### src/rtl/cascade_counter_pkg.sv
// Shared counter definitions: operating modes and parameter legality check
// used by the counter family.
package cascade_counter_pkg;

  typedef enum logic [1:0] {
    MODE_LOAD = 2'd0,
    MODE_INC  = 2'd1,
    MODE_DEC  = 2'd2,
    MODE_HOLD = 2'd3
  } mode_e;

  // Pure binary digits, or 4-bit BCD digits.
  function automatic bit radix_legal(input int digit_w, input int radix);
    return (radix == (1 << digit_w)) || ((radix == 10) && (digit_w == 4));
  endfunction

endpackage

### src/rtl/cascade_counter_if.sv
// Control and status bundle of a cascade_counter; the master drives mode,
// load data and carry-in, the slave returns count, carry-out and wrap flags.
interface cascade_counter_if
  import cascade_counter_pkg::*;
#(
  parameter int DIGIT_W = 4,
  parameter int DIGITS  = 3
) ();

  localparam int N = DIGIT_W * DIGITS;

  mode_e          sel;
  logic [N-1:0]   d;
  logic           nCryIn;
  logic [N-1:0]   q;
  logic           nCryOut;
  logic           tc;
  logic           ovf;

  modport master (output sel, d, nCryIn, input  q, nCryOut, tc, ovf);
  modport slave  (input  sel, d, nCryIn, output q, nCryOut, tc, ovf);

endinterface

### src/rtl/cascade_counter_digit.sv
// One radix-RADIX counter digit. Steps only when enabled by the digits below
// it and reports whether it sits at the terminal value for the current mode.
module counter_digit
  import cascade_counter_pkg::*;
#(
  parameter int DIGIT_W = 4,
  parameter int RADIX   = 16
) (
  input  logic               clk,
  input  logic               reset,
  input  mode_e              mode,
  input  logic [DIGIT_W-1:0] load,
  input  logic               en,
  output logic [DIGIT_W-1:0] value,
  output logic               at_term
);

  localparam logic [DIGIT_W-1:0] MAX = DIGIT_W'(RADIX - 1);

  logic [DIGIT_W-1:0] next_value;

  // An out-of-range BCD digit counts as terminal when incrementing so it
  // rolls to 0 and carries, but decrements plainly without borrowing.
  always_comb begin
    at_term = 1'b0;
    case (mode)
      MODE_INC: at_term = (value >= MAX);
      MODE_DEC: at_term = (value == '0);
      default:  at_term = 1'b0;
    endcase
  end

  always_comb begin
    next_value = value;
    case (mode)
      MODE_LOAD: next_value = load;
      MODE_INC:
        if (en) next_value = (value >= MAX) ? '0 : value + DIGIT_W'(1);
      MODE_DEC:
        if (en) next_value = (value == '0) ? MAX : value - DIGIT_W'(1);
      default:   next_value = value;
    endcase
  end

  always_ff @(posedge clk or posedge reset) begin
    if (reset) value <= '0;
    else       value <= next_value;
  end

endmodule

### src/rtl/cascade_counter.sv
// Multi-digit loadable up/down counter with active-low carry chaining, so
// several instances can be stacked into one wider counter.
module cascade_counter
  import cascade_counter_pkg::*;
#(
  parameter int DIGIT_W = 4,
  parameter int DIGITS  = 3,
  parameter int RADIX   = 16
) (
  input logic               clk,
  input logic               reset,
  cascade_counter_if.slave  bus
);

  localparam int N = DIGIT_W * DIGITS;

  if (!radix_legal(DIGIT_W, RADIX)) begin : g_bad_radix
    $error("cascade_counter: RADIX %0d is not legal for DIGIT_W %0d", RADIX, DIGIT_W);
  end

  logic              count_op;
  logic [DIGITS:0]   en;
  logic [DIGITS-1:0] term;
  logic [N-1:0]      q_all;
  logic              all_term;
  logic              wrap;
  logic              n_cry;
  logic              tc_reg;
  logic              ovf_reg;

  assign count_op = (bus.sel == MODE_INC) || (bus.sel == MODE_DEC);
  assign en[0]    = count_op & ~bus.nCryIn;

  for (genvar k = 0; k < DIGITS; k++) begin : g_digit
    counter_digit #(
      .DIGIT_W (DIGIT_W),
      .RADIX   (RADIX)
    ) u_digit (
      .clk     (clk),
      .reset   (reset),
      .mode    (bus.sel),
      .load    (bus.d[k*DIGIT_W +: DIGIT_W]),
      .en      (en[k]),
      .value   (q_all[k*DIGIT_W +: DIGIT_W]),
      .at_term (term[k])
    );
    assign en[k+1] = en[k] & term[k];
  end

  // Enable reaching past the top digit means the whole counter wraps.
  assign wrap     = en[DIGITS];
  assign all_term = &term;

  // Carry-out ignores nCryIn so a stacked upper stage sees the lower
  // stage's terminal state directly.
  always_comb begin
    n_cry = 1'b1;
    case (bus.sel)
      MODE_LOAD: n_cry = 1'b0;
      MODE_INC,
      MODE_DEC:  n_cry = ~all_term;
      default:   n_cry = 1'b1;
    endcase
  end

  always_ff @(posedge clk or posedge reset) begin
    if (reset) begin
      tc_reg  <= 1'b0;
      ovf_reg <= 1'b0;
    end else begin
      tc_reg <= wrap;
      if (bus.sel == MODE_LOAD) ovf_reg <= 1'b0;
      else if (wrap)            ovf_reg <= 1'b1;
    end
  end

  assign bus.q       = q_all;
  assign bus.nCryOut = n_cry;
  assign bus.tc      = tc_reg;
  assign bus.ovf     = ovf_reg;

endmodule

### src/flat_wrapper.sv
// flat-port wrapper written by rule: the top's interface ports become plain ports
module cascade_counter_flat import cascade_counter_pkg::*;
#(
  parameter int DIGIT_W = 4,
  parameter int DIGITS  = 3,
  parameter int RADIX   = 16
)
  (clk, reset, bus_sel, bus_d, bus_nCryIn, bus_q, bus_nCryOut, bus_tc, bus_ovf);
  cascade_counter_if #(.DIGIT_W(DIGIT_W), .DIGITS(DIGITS)) bus_i ();
  input logic clk;
  input logic reset;
  input wire logic [$bits(bus_i.sel)-1:0] bus_sel;
  input wire logic [$bits(bus_i.d)-1:0] bus_d;
  input wire logic [$bits(bus_i.nCryIn)-1:0] bus_nCryIn;
  output wire logic [$bits(bus_i.q)-1:0] bus_q;
  output wire logic [$bits(bus_i.nCryOut)-1:0] bus_nCryOut;
  output wire logic [$bits(bus_i.tc)-1:0] bus_tc;
  output wire logic [$bits(bus_i.ovf)-1:0] bus_ovf;
  assign bus_i.sel = bus_sel;
  assign bus_i.d = bus_d;
  assign bus_i.nCryIn = bus_nCryIn;
  assign bus_q = bus_i.q;
  assign bus_nCryOut = bus_i.nCryOut;
  assign bus_tc = bus_i.tc;
  assign bus_ovf = bus_i.ovf;
  cascade_counter #(.DIGIT_W(DIGIT_W), .DIGITS(DIGITS), .RADIX(RADIX)) u_core (.clk(clk), .reset(reset), .bus(bus_i));
endmodule
### config.mk
export PLATFORM = sky130hd
export DESIGN_NAME = cascade_counter_flat
export DESIGN_NICKNAME = d
export VERILOG_FILES = /design/src/rtl/cascade_counter_pkg.sv /design/src/rtl/cascade_counter_if.sv /design/src/rtl/cascade_counter_digit.sv /design/src/rtl/cascade_counter.sv /design/src/flat_wrapper.sv
export SDC_FILE = /design/constraint.sdc
export NUM_CORES = 1
export LEC_CHECK = 0
export CAP_MARGIN = 25
export CORE_UTILIZATION = 53
export CTS_CLUSTER_SIZE = 28
export DETAILED_ROUTE_END_ITERATION = 8
export PLACE_DENSITY = 0.85
export SYNTH_ARGS = -nofsm -noshare
export SYNTH_HDL_FRONTEND = slang
export SYNTH_SLANG_ARGS = --single-unit
### constraint.sdc
create_clock -name clk -period 4 [get_ports clk]
set_input_delay 0.8 -clock clk [delete_from_list [all_inputs] [get_ports clk]]
set_output_delay 0.8 -clock clk [all_outputs]
set_load 0.01 [all_outputs]
==> metrics.txt <==
Startpoint Class=input port; clock buffer depth=2; Synth cell types=48; Clock Skews=0.00208 ns; sw frac=41.6%; Worst Hold Class=reg2reg; complex-gate fraction of the synthesized area=30.3%; TritonCTS clock tree=built; hold_ws=~0.55 ns; Setup crit start=bus_sel[0]; postcts setup bufs=0; Mean Syn Cell Area=8.81 sq um; peak supply drop=around 0.25 mV; CP Capture Type=output pin; final slew viol count=0; setup violators final=0; critical path type=in2out; Final Hold Vio Count=0; slew margin rel.=roughly three fifths; status=finished, final reports clean; Synth Register Bits=14; area leader, netlist=dfrtp_1; Die X=52.1 microns; RSZ-0062 raised after global routing=false; clock sinks=14; total global-route track usage=26.9%; Placed Area=0.00165 sq mm; Max Cap Viol=0; r2r setup slk=1.99 ns; Post-synth EDFFs=0; power share of the sequential group=a little over a third; post-synthesis sequential area ratio=between 20% and 30%; cts hold-fix bufs=0; fraction of registers with async set/reset=100%; post_cts resized=0; Worst Hold Path EP=u_core.bus.ovf; most frequent cells in the layout=31 x clkdlybuf4s50_1, 15 x inv_1, 14 x dfrtp_1, 13 x nor2_1, 10 x ha_1; adder-cell area share of the yosys netlist=9.41%; largest net degree at the start of global routing=26; vias per cell=6.20; main combinational cell family by area after synthesis=compound AO/OA/AOI/OAI gates; Clock transition at path regs=about 0.090 ns; die area=around 0.0027 sq mm; combinational power share=51.4%; CP Data Required Time=3.20 ns; share of cells above drive strength 1=10.1%; nets@finish=roughly 210; n_diodes=0; IO buf count=31; CTS Root Cell=clkbuf_4; XOR/XNOR share of the synthesized area=2.63%; vias=1,284; # IOs=32; final worst-path cycle share=a little over nine tenths; Pwr Total=roughly 0.7 mW; # rows=17; Area Overhead vs Synth=25.6%; YS warnings=0; post-layout min period=3.79 ns; first-pass GRT wire length=roughly 5.3 mm; P per Cell Area=approximately 420 mW/mm^2; setup TNS=0 ns; Detail Route Antenna Nets=0; most common cell after layout, fill and taps aside=clkdlybuf4s50_1; Synth Flop Type=dfrtp_1; RR Startpoint=u_core.g_digit[1].u_digit.value[0]; Worst Path Max Fanout=11; DR pass1 iterations=4; routed len/inst=15.4 microns; Filler cells=182; clock insertion delay at the later pin of the skew report=about 0.29 ns; DP HPWL=2.39 mm; CTS buffer count=3; syn nets=roughly 180; NetSw=0.292 mW; Register-to-Register Path Depth=5; Clock Power Share=12.5%; CP arrival=2.99 ns; leakage=0.726 nW; Cell Area, Synth=between 0.001 and 0.0015 sq mm; multiplexer share of the synthesized area=5.36%; DRC violations left=0; vias in the first global route=1,182; WHS Path Cells=1; Post-Synthesis Cells=151; H-tree levels=1; simple-gate share of the synthesized area=18.0%; highest clock rate=between 200 and 300 MHz; Internal Power=0.410 mW; Synth area leaders=dfrtp_1 26%, ha_1 9.4%, inv_1 4.2%; setup slack after layout=0.206 ns; max reg flops=12; Core Box Area=between 0.002 and 0.0025 sq mm; pre-CTS WS=0.207 ns; Slew @ Worst Pin=0.600 ns; Starting Density=slightly below 60%; Worst R2R End=u_core.g_digit[1].u_digit.value[3]; cell area after layout=approximately 0.0017 sq mm; gpl congestion=0.853; DRT iter0 DRCs=31; top cell type's share of synthesized area=26.3%; Routed WL=between 3 and 4 mm; Hold Path Origin=u_core.bus.ovf; gr ovfl total=0; die height=52.1 microns; initial antenna violation count=0
per-stage QoR:
stage	util (%)	std cells
after global placement	71.7	204
final	72.7	207
after global routing	72.7	207
after CTS	72.7	207
after floorplan	-	151
after detailed placement	71.7	204
logic make-up (layout without fill, tap and decap cells):
group | count (synthesis) | count (layout)
DFF | 14 | 14
buffers and inverters | 24 | 52
adders and majority gates | 10 | 10
muxes | 6 | 6
and+or+nand+nor | 40 | 40
xor gates and xnor gates | 4 | 4
AOI/OAI and AO/OA | 53 | 53
synthesized netlist by cell type (all sizes together) (4+ instances only):
cell	n
a21o	4
a21oi	9
buf	6
dfrtp	14
ha	10
inv	15
nand2	8
nor2	13
o211ai	4
o21ai	5
xor2	4
power groups by stage:
stage	Sequential (mW)	Clock [mW]	Combinational [mW]
after global placement	0.253	0	0.349
after global routing	0.263	0.0943	0.400
final	0.254	0.0877	0.361
after floorplan	0.239	0	0.243
after CTS	0.253	0.0895	0.363
after detailed placement	0.255	0	0.361
metal layers:
layer | share of wire (%) | up-vias | global-route usage, %
li1 | - | 631 | -
met1 | 44 | 611 | 31.5
met2 | 51 | 33 | 47.4
met3 | 3.0 | 9 | 3.51
met4 | 2.4 | 0 | 13.5
met5 | 0 | - | 0
worst max-delay path, cell delays in order:
cell	delay, ns
clkdlybuf4s50_1	0.45
inv_1	0.10
ha_1	0.43
nand4bb_4	0.16
and2_2	0.22
a221oi_1	0.22
mux2i_1	0.12
clkdlybuf4s50_1	0.49
worst max-delay path by stage:
stage,endpoint,cells past startpoint,slack [ns]
global route,bus_nCryOut,8,0.04
CTS,bus_nCryOut,8,0.21
detailed placement,bus_nCryOut,8,0.21
global placement,bus_nCryOut,8,0.27
floorplan,bus_nCryOut,7,1.35
finish,bus_nCryOut,8,0.21
area by class of cell:
type	count	area (sq um)	area share (%)
multi-input cells	113	873	52.3
flip-flops and latches	14	350	21.0
repair buffers	34	333	19.9
inverters	15	56.3	3.37
well taps	28	35.0	2.10
clock buffers	3	22.5	1.35
(Power assumes the default switching activity.)
